### config.mk
export PLATFORM = sky130hd
export DESIGN_NAME = spi_led_ctrl
export DESIGN_NICKNAME = d
export VERILOG_FILES = /design/src/rtl/spi_led_pkg.sv /design/src/rtl/led_pwm.sv /design/src/rtl/spi_led_ctrl.sv
export SDC_FILE = /design/constraint.sdc
export NUM_CORES = 1
export LEC_CHECK = 0
export ABC_AREA = 1
export BUFFER_PORTS_ARGS = -buffer_cell sky130_fd_sc_hd__buf_2
export CAP_MARGIN = 5
export CELL_PAD_IN_SITES_DETAIL_PLACEMENT = 0
export CELL_PAD_IN_SITES_GLOBAL_PLACEMENT = 2
export CORE_MARGIN = 2
export CORE_UTILIZATION = 38
export CTS_CLUSTER_SIZE = 20
export DETAILED_ROUTE_END_ITERATION = 8
export GPL_TIMING_DRIVEN = 0
export PLACE_DENSITY_LB_ADDON = 0.1
export SKIP_LAST_GASP = 1
export SYNTH_ARGS = -nofsm -noshare
export SYNTH_HDL_FRONTEND = slang
export SYNTH_SLANG_ARGS = --single-unit
### constraint.sdc
create_clock -name clk -period 1.9 [get_ports clk]
set_input_delay 0.095 -clock clk [delete_from_list [all_inputs] [get_ports clk]]
set_output_delay 0.095 -clock clk [all_outputs]
set_load 0.02 [all_outputs]
### src/rtl/spi_led_pkg.sv
`default_nettype none
// ============================================================================
// Module   : spi_led_pkg
// Brief    : Opcode constants and FSM state type for the SPI LED controller.
// Revision : 1.0 - initial release
// ============================================================================
package spi_led_pkg;

    // Opcode nibble, decoded on cmd[7:4]
    localparam logic [3:0] OP_NOP    = 4'h0;
    localparam logic [3:0] OP_SET    = 4'h1;
    localparam logic [3:0] OP_DUTY   = 4'h2;
    localparam logic [3:0] OP_READ   = 4'h3;
    localparam logic [3:0] OP_TOGGLE = 4'h5;

    // Sub-opcodes of OP_READ, decoded on cmd[3:0]
    localparam logic [3:0] READ_ID     = 4'h0;
    localparam logic [3:0] READ_STATUS = 4'h1;

    // Decoder state: expecting an opcode, or the duty operand of OP_DUTY
    typedef enum logic [0:0] {
        ST_IDLE    = 1'b0,
        ST_OPERAND = 1'b1
    } state_t;

endpackage
`default_nettype wire

### src/rtl/led_pwm.sv
`default_nettype none
// ============================================================================
// Module   : led_pwm
// Brief    : Free-running PWM counter and per-LED duty comparators with
//            registered, mask-gated LED outputs.
// Revision : 1.0 - initial release
// ============================================================================
module led_pwm #(
    parameter int NUM_LEDS  = 4,
    parameter int PWM_WIDTH = 8
) (
    input  logic                          clk,
    input  logic                          rst_n,
    input  logic [NUM_LEDS-1:0]           mask,
    input  logic [NUM_LEDS*PWM_WIDTH-1:0] duty,
    output logic [NUM_LEDS-1:0]           led
);

    logic [PWM_WIDTH-1:0] pwm_cnt_q;
    logic [PWM_WIDTH-1:0] pwm_cnt_d;
    logic [NUM_LEDS-1:0]  led_q;
    logic [NUM_LEDS-1:0]  led_d;

    // Counter wraps naturally; LED is on while the counter is below its duty
    always_comb begin
        pwm_cnt_d = pwm_cnt_q + PWM_WIDTH'(1);
        led_d     = '0;
        for (int i = 0; i < NUM_LEDS; i++) begin
            led_d[i] = mask[i] && (pwm_cnt_q < duty[i*PWM_WIDTH +: PWM_WIDTH]);
        end
    end

    // Counter and LED output registers
    always_ff @(posedge clk or negedge rst_n) begin
        if (!rst_n) begin
            pwm_cnt_q <= '0;
            led_q     <= '0;
        end else begin
            pwm_cnt_q <= pwm_cnt_d;
            led_q     <= led_d;
        end
    end

    assign led = led_q;

endmodule
`default_nettype wire

### src/rtl/spi_led_ctrl.sv
`default_nettype none
// ============================================================================
// Module   : spi_led_ctrl
// Brief    : Decodes SPI command bytes into an LED mask and per-LED duty,
//            keeps a saturating error count and the SPI response byte, and
//            drives the LEDs through led_pwm.
// Revision : 1.0 - initial release
// ============================================================================
module spi_led_ctrl
    import spi_led_pkg::*;
#(
    parameter int          NUM_LEDS  = 4,
    parameter int          PWM_WIDTH = 8,
    parameter logic [7:0]  ID_BYTE   = 8'hA8,
    parameter int          ERR_WIDTH = 4
) (
    input  logic                clk,
    input  logic                rst_n,
    input  logic [7:0]          cmd,
    input  logic                cmd_valid,
    input  logic                frame_active,
    output logic [7:0]          response,
    output logic [NUM_LEDS-1:0] led,
    output logic                busy
);

    state_t                state_q, state_d;
    logic [NUM_LEDS-1:0]   mask_q, mask_d;
    logic [3:0]            idx_q, idx_d;
    logic [PWM_WIDTH-1:0]  duty_q [NUM_LEDS];
    logic [PWM_WIDTH-1:0]  duty_d [NUM_LEDS];
    logic [7:0]            response_q, response_d;
    logic [ERR_WIDTH-1:0]  err_cnt_q, err_cnt_d;
    logic                  err_inc;

    logic [15:0]           x_ext;
    logic [15:0]           mask_ext;
    logic [15:0]           err_ext;
    logic [NUM_LEDS-1:0]   x_mask;
    logic [NUM_LEDS*PWM_WIDTH-1:0] duty_vec;

    // Operand nibble widened/truncated to the mask width; status fields fit 4 bits
    assign x_ext    = {12'h000, cmd[3:0]};
    assign x_mask   = x_ext[NUM_LEDS-1:0];
    assign mask_ext = 16'(mask_q);
    assign err_ext  = 16'(err_cnt_q);

    // Opcode decode, operand capture and next-state logic
    always_comb begin
        state_d    = state_q;
        mask_d     = mask_q;
        idx_d      = idx_q;
        duty_d     = duty_q;
        response_d = response_q;
        err_inc    = 1'b0;

        case (state_q)
            ST_IDLE: begin
                if (cmd_valid) begin
                    case (cmd[7:4])
                        OP_NOP: begin
                            if (cmd[3:0] != 4'h0) err_inc = 1'b1;
                        end
                        OP_SET: begin
                            mask_d = x_mask;
                        end
                        OP_TOGGLE: begin
                            mask_d = mask_q ^ x_mask;
                        end
                        OP_DUTY: begin
                            if ({1'b0, cmd[3:0]} < 5'(NUM_LEDS)) begin
                                idx_d   = cmd[3:0];
                                state_d = ST_OPERAND;
                            end else begin
                                err_inc = 1'b1;
                            end
                        end
                        OP_READ: begin
                            if (cmd[3:0] == READ_ID) begin
                                response_d = ID_BYTE;
                            end else if (cmd[3:0] == READ_STATUS) begin
                                response_d = {mask_ext[3:0], err_ext[3:0]};
                            end else begin
                                err_inc = 1'b1;
                            end
                        end
                        default: begin
                            err_inc = 1'b1;
                        end
                    endcase
                end
            end
            ST_OPERAND: begin
                // A strobe wins over a frame ending on the same cycle
                if (cmd_valid) begin
                    for (int i = 0; i < NUM_LEDS; i++) begin
                        if (idx_q == 4'(i)) duty_d[i] = PWM_WIDTH'(cmd);
                    end
                    state_d = ST_IDLE;
                end else if (!frame_active) begin
                    err_inc = 1'b1;
                    state_d = ST_IDLE;
                end
            end
            default: begin
                state_d = ST_IDLE;
            end
        endcase

        err_cnt_d = err_cnt_q;
        if (err_inc && (err_cnt_q != {ERR_WIDTH{1'b1}})) begin
            err_cnt_d = err_cnt_q + ERR_WIDTH'(1);
        end
    end

    // Control and data registers; reset discards any pending operand
    always_ff @(posedge clk or negedge rst_n) begin
        if (!rst_n) begin
            state_q    <= ST_IDLE;
            mask_q     <= '0;
            idx_q      <= '0;
            response_q <= ID_BYTE;
            err_cnt_q  <= '0;
            for (int i = 0; i < NUM_LEDS; i++) duty_q[i] <= '1;
        end else begin
            state_q    <= state_d;
            mask_q     <= mask_d;
            idx_q      <= idx_d;
            response_q <= response_d;
            err_cnt_q  <= err_cnt_d;
            for (int i = 0; i < NUM_LEDS; i++) duty_q[i] <= duty_d[i];
        end
    end

    generate
        for (genvar g = 0; g < NUM_LEDS; g++) begin : g_duty_pack
            assign duty_vec[g*PWM_WIDTH +: PWM_WIDTH] = duty_q[g];
        end
    endgenerate

    led_pwm #(
        .NUM_LEDS  (NUM_LEDS),
        .PWM_WIDTH (PWM_WIDTH)
    ) u_led_pwm (
        .clk   (clk),
        .rst_n (rst_n),
        .mask  (mask_q),
        .duty  (duty_vec),
        .led   (led)
    );

    assign response = response_q;
    assign busy     = (state_q == ST_OPERAND);

endmodule
`default_nettype wire

==> impl_metrics.csv, run 1 <==
group,metric,value,unit
setup_path,arrival,1770,ps
synth,seq_area_frac_synth,0.4842,
sta,fin_setup_tns,0,ps
synth,synth_cell_types,24,
synth,yosysTopAreaCell,"dfstp_2",
setup_path,slowest_delay,530,ps
setup_path,crit_chain,"inv_1, ha_1, nand2_1, o21ai_0, nand4_1, and3_1",
sta,fin_skew,7.493,ps
drt,wl_per_cell,14.18,um
place,place_congestion,0.7381,
clock_tree,cts_sinks,65,
drt,vias,2518,
power_and_ir_drop,ir_drop,0.0003763,V
layout,syn_to_final_growth,13.20,%
place,io_buffers,24,
global_route,grt_max_degree,66,
sta,fin_ws,352.6,ps
sta,final.period_utilization,0.8144,
sta,hold_violations,0,
setup_path,path_delay_family,"flip-flops",
global_route,antenna_found_initial,0,
setup_path,critPathCaptureType,"flip-flop",
synth,synth.area.top_cells,"dfstp_2, dfrtp_1, ha_1, nand2_1, inv_1",
die,ios,25,
setup_path,critPathKind,"flip-flop to flip-flop",
layout,drive_above_1_share,0.2246,
clock_tree,clock-root-buffer,"clkbuf_8",
clock_tree,cts_tree,"built",
setup_path,cp_num_buf_inv,1,
outcome,status,"completed",
global_route,grt_pass1_wl,12470,um
clock_tree,cts_buffers,9,
drt,ant_nets,0,
synth,synth_area,3450,sq um
die,num_rows,34,
setup_path,critical_path.max_fanout,2,
layout,final_cell_mix,"nand2_1, inv_1, dfstp_2",
die,die_area,9856,sq um
synth,yosysWarnings,0,
layout,final_common_cell,"nand2_1",
synth,ys_ff_latch,65,
drt,drc,0,
run,cap_violations,0,
global_route,globalRouteTotalUtil,0.1655,
place,dpl.hpwl,5445,um
sta,drv_slew,0,
clock_tree,clkSlewWorstSetupHoldPaths,70,ps
sta,timing.final.crit_period,1547,ps
die,initial_core_util,0.3936,
sta,max_slew.worst_pin.slew,827.9,ps
sta,clock.fmax,646.3,MHz
synth,yosysTopAreaCellShare,0.2666,
drt,wl,7404,um
drt,drt_iter0_markers,80,
clock_tree,htreeDepth,3,
synth,synth.net_count,415,
place,preCtsSetupSlack,295.8,ps
sta,grt_setup_unrepaired,"false",
layout,nNetsFinal,451,
sta,holdWs,15.50,ps
global_route,overflow,0,
setup_path,crit_slowest_cell,"dfstp_2",
global_route,grt_pass1_vias,2499,
setup_path,cp_data_required_time,2120,ps
clock_tree,post_cts_buffers,0,
sta,slew_headroom,0.4480,
hold_path,hold_path_class,"primary input to flip-flop",
drt,dr.pass1.iters,4,
setup_path,startpoint_type,"flip-flop",
die,fp.dieW,99.28,um
power_and_ir_drop,p_leak,1.751,nW
power_and_ir_drop,p_per_area,768.6,nW/um^2
die,core_region_area,8763,sq um
layout,diodes,0,
sta,setup_viol,0,
clock_tree,clock_tree.buffer_depth,2,
synth,postSynthCellCount,373,
synth,avgSynthCellArea,9.248,sq um
clock_tree,clkLatencyLatePin,340,ps
drt,via_per_inst,4.824,
die,die_h,99.28,um
## per-layer routing
metal  global-route usage  vias to the layer above  part of all wire
li1                     -                     1299                 -
met1               0.2239                     1171              0.48
met2               0.2573                       36              0.46
met3              0.03865                       12             0.037
met4              0.06639                        0             0.022
met5                    0                        -                 0
## worst reg2reg max path, delay by kind of cell (launching register included)
kind | cells | cell delay [ps]
DFF | 1 | 530
AOI/OAI and AO/OA | 1 | 250
buffers and inverters | 1 | 40
adders and majority gates | 1 | 280
and+or+nand+nor | 3 | 340
## report_power, final
part	switching, mW	internal, mW	leakage, nW
clock network	0.533	0.605	0.0933
logic	0.199	0.103	0.917
registers	0.0844	1.48	0.741
## through the flow
stage                     cell area [sq um]  std cells  utilization  power (mW)
after floorplan                        3450        373            -       1.764
after global placement                 3705        505       0.4228       1.886
after detailed placement               3707        505       0.4230       1.890
after CTS                              3905        522       0.4456       3.064
after global routing                   3905        522       0.4456       3.190
final                                  3905        522       0.4456       3.001
## kinds of logic after synthesis
kind of cell    Yosys count  synth area share
fa+ha+maj                30            0.1088
flops                    65            0.4842
buf+inv                  61           0.07544
simple gates            132            0.1901
compound gates           73            0.1110
xor+xnor                 12           0.03047
## area by class of cell
| cell class | instances | area, sq um |
|---|---|---|
| fill | 906 | 4858 |
| sequential | 65 | 1670 |
| multi-input combinational | 247 | 1519 |
| inverter | 57 | 215.2 |
| tap | 108 | 135.1 |
| timing repair buffer | 25 | 132.6 |
| clock buffer | 11 | 131.4 |
| clock inverter | 5 | 56.30 |
| buffer | 4 | 45.04 |
## final timing paths
check                                              endpoint              startpoint  slack (ps)  cells after the start
hold / removal                               busy$_DFF_PN0_            frame_active          20                      3
max in group asynchronous             mask_q[1]$_DFFE_PN0P_                   rst_n         960                      2
hold reg to reg                      duty_q[31]$_DFFE_PN1P_  duty_q[31]$_DFFE_PN1P_         470                      2
min in group asynchronous  u_led_pwm.pwm_cnt_q[1]$_DFF_PN0_                   rst_n         400                      2
setup reg to reg                 u_led_pwm.led[3]$_DFF_PN0_   duty_q[3]$_DFFE_PN1P_         350                      6
setup / recovery                 u_led_pwm.led[3]$_DFF_PN0_   duty_q[3]$_DFFE_PN1P_         350                      6
## repair_timing
action / in CTS / in global routing
endpoints found under the hold margin: 30 / 0
hold buffers: 1 / 0
resized for setup: 0 / 0
## registers in the layout, indices dropped and copies added (netlist names)
signal / flops
mask_q: 4
u_led_pwm.pwm_cnt_q: 8
idx_q: 4
u_led_pwm.led: 4
busy: 1
duty_q: 32
err_cnt_q: 4
response: 8
## cells in the mapped netlist
master     n
a21oi_1   20
and3_1     2
buf_6      4
clkinv_2   1
dfrtp_1   30
dfstp_2   35
ha_1      30
inv_1     56
nand2_1   76
nand2_2    4
nand3_1   16
nand4_1    7
nand4_2    1
nand4_4    4
nor2_1    16
nor2_2     4
nor3_2     1
nor3_4     1
o21a_1     4
o21ai_0   14
o21ai_1   32
o31ai_1    3
xnor2_1    4
xor2_1     8
(Power assumes the default switching activity.)
==> run 2: changes to the inputs <==
- ABC_AREA: 1 -> 0
- CORE_UTILIZATION: 38 -> 36
- clock period: 1.9 -> 1.29 ns (I/O delays scaled with it)
==> impl_metrics.csv, run 2 <==
group,metric,value,unit
die,die_area,10230,sq um
setup_path,slowest_delay,390,ps
sta,grt_setup_unrepaired,"true",
synth,synth_cell_types,39,
die,fp.dieW,101.1,um
outcome,violations,"negative setup slack",
clock_tree,cts_buffers,9,
layout,final_cell_mix,"dfstp_2, inv_1, dfrtp_1",
layout,largest_register,"duty_q",
synth,synth.net_count,351,
die,core_region_area,9196,sq um
clock_tree,htreeDepth,3,
synth,synth-edff-count,0,
synth,postSynthCellCount,309,
place,dpl.hpwl,5126,um
sta,hold_violations,0,
synth,yosysTopAreaCell,"dfstp_2",
power_and_ir_drop,ir_drop,0.0007107,V
drt,vias,2453,
setup_path,arrival,1790,ps
setup_path,startpoint_type,"flip-flop",
layout,largest_register_ffs,32,
drt,ant_nets,0,
layout,diodes,0,
drt,drc,0,
global_route,globalRouteTotalUtil,0.1741,
layout,syn_to_final_growth,35.67,%
global_route,grt_pass1_vias,2394,
hold_path,hold_path_class,"primary input to flip-flop",
synth,avgSynthCellArea,10.99,sq um
sta,final.period_utilization,1.205,
die,num_rows,35,
layout,multi_input_area,2056,sq um
layout,regArea,1679,sq um
clock_tree,clkSlewWorstSetupHoldPaths,80,ps
drt,wl,8343,um
layout,layout.cells.non_filler,479,
synth,postSynth.asyncResetShare,1.000,
place,dp.cells,441,
clock_tree,cts_tree,"built",
run,cap_violations,0,
layout,drive_above_1_share,0.5435,
sta,fin_ws,-264.0,ps
power_and_ir_drop,p_leak,1.976,nW
sta,clock.fmax,643.5,MHz
global_route,overflow,0,
global_route,grt_max_degree,66,
die,ios,25,
synth,synth_area,3396,sq um
setup_path,cp_data_required_time,1530,ps
clock_tree,cts_sinks,65,
synth,synth.area.top_cells,"dfstp_2, dfrtp_1, ha_1, mux2_2, inv_1",
synth,ys.flop_type,"dfstp_2",
synth,netlist_top_cells_count,"dfstp_2, inv_1, dfrtp_1, ha_1, mux2_2",
synth,yosysWarnings,0,
sta,slew_headroom,0.4339,
global_route,antenna_found_initial,0,
drt,via_per_inst,5.121,
synth,ys_ff_latch,65,
outcome,status,"finished, violations left",
setup_path,critPathKind,"flip-flop to flip-flop",
sta,timing.final.crit_period,1554,ps
die,initial_core_util,0.3693,
sta,fin_skew,9.828,ps
drt,dr.pass1.iters,4,
layout,final_util,0.5010,
power_and_ir_drop,p_per_area,1146,nW/um^2
clock_tree,clock-root-buffer,"clkbuf_8",
synth,seq_area_frac_synth,0.4919,
clock_tree,clkLatencyLatePin,350,ps
layout,final_common_cell,"dfstp_2",
sta,setup_viol,57,
drt,wl_per_cell,17.42,um
setup_path,crit_slowest_cell,"or3b_4",
sta,holdWs,22.79,ps
die,die_h,101.1,um
synth,yosysTopAreaCellShare,0.2708,
place,io_buffers,21,
setup_path,critical_path.max_fanout,4,
layout,nFillCells,848,
setup_path,critPathCaptureType,"flip-flop",
drt,drt_iter0_markers,49,
sta,drv_slew,0,
layout,nNetsFinal,405,
sta,max_slew.worst_pin.slew,849.1,ps
global_route,grt_pass1_wl,13120,um
place,place_congestion,0.7250,
sta,fin_setup_tns,-9847,ps
setup_path,crit_chain,"buf_6, or3b_4, a32oi_2, a31oi_2, mux2_4",
clock_tree,clock_tree.buffer_depth,2,
-- run 2: where the power goes --
part | switching [mW] | internal [mW] | total, mW
registers | 0.194 | 2.27 | 2.46
clock network | 0.811 | 1.10 | 1.91
logic | 0.458 | 0.444 | 0.902
total | 1.46 | 3.82 | 5.28
-- run 2: path summary, 6_finish.rpt --
check	from	end	slack [ps]	cells after the start
max in group asynchronous	rst_n	u_led_pwm.pwm_cnt_q[2]$_DFF_PN0_	310	2
worst min register to register	response[5]$_DFFE_PN1P_	response[5]$_DFFE_PN1P_	480	2
worst max-delay path	busy$_DFF_PN0_	err_cnt_q[1]$_DFFE_PN0P_	-260	5
worst min-delay path	cmd[2]	duty_q[18]$_DFFE_PN1P_	20	2
worst max register to register	busy$_DFF_PN0_	err_cnt_q[1]$_DFFE_PN0P_	-260	5
min in group asynchronous	rst_n	response[6]$_DFFE_PN0P_	360	2
-- run 2: per-layer routing --
metal	vias to the layer above	GRT usage	part of all wire
met2	24	0.2715	0.46
li1	1190	-	-
met4	0	0.06237	0.012
met3	7	0.03398	0.026
met5	-	0	0
met1	1232	0.2419	0.50
-- run 2: stage by stage --
| step | cell area, sq um | worst slack [ps] | power [mW] |
|---|---|---|---|
| 3_5_place_dp | 3719 | -663.9 | 3.185 |
| 5_1_grt | 4607 | -331.3 | 5.564 |
| 6_report | 4607 | -264.0 | 5.279 |
| 2_1_floorplan | 3472 | -420.6 | 2.938 |
| 3_3_place_gp | 3716 | -631.3 | 3.171 |
| 4_1_cts | 4363 | -267.3 | 5.231 |
-- run 2: area by class of cell --
class | count | share of cell area
Buffer | 7 | 0.01141
Clock buffer | 14 | 0.03965
Clock inverter | 2 | 0.007605
Inverter | 35 | 0.02852
Multi-Input combinational cell | 200 | 0.4462
Sequential cell | 65 | 0.3645
Tap cell | 111 | 0.03015
Timing Repair Buffer | 45 | 0.07197
-- run 2: logic make-up (layout without fill, tap and decap cells) --
kind of cell,after synthesis,in the layout,share of synthesized area
buffers and inverters,44,103,0.05527
and+or+nand+nor,76,76,0.1212
DFF,65,65,0.4919
adders and majority gates,30,30,0.1105
xor gates and xnor gates,7,7,0.01805
AOI/OAI and AO/OA,56,56,0.09912
muxes,31,31,0.1039
-- run 2: critical path: cells and delay by family (launching register included) --
| kind | cells | cell delay [ps] |
|---|---|---|
| simple gates | 1 | 390 |
| compound gates | 2 | 270 |
| mux | 1 | 320 |
| buf+inv | 1 | 100 |
| flops | 1 | 370 |
-- run 2: timing repair --
item                                    CTS  global route
buffers inserted                         13             9
hold buffers                              4             0
endpoints found under the hold margin    33             0
gates cloned                              1             0
pin swaps                                30            23
endpoints found under the setup margin   58            58
resized for setup                        58            53
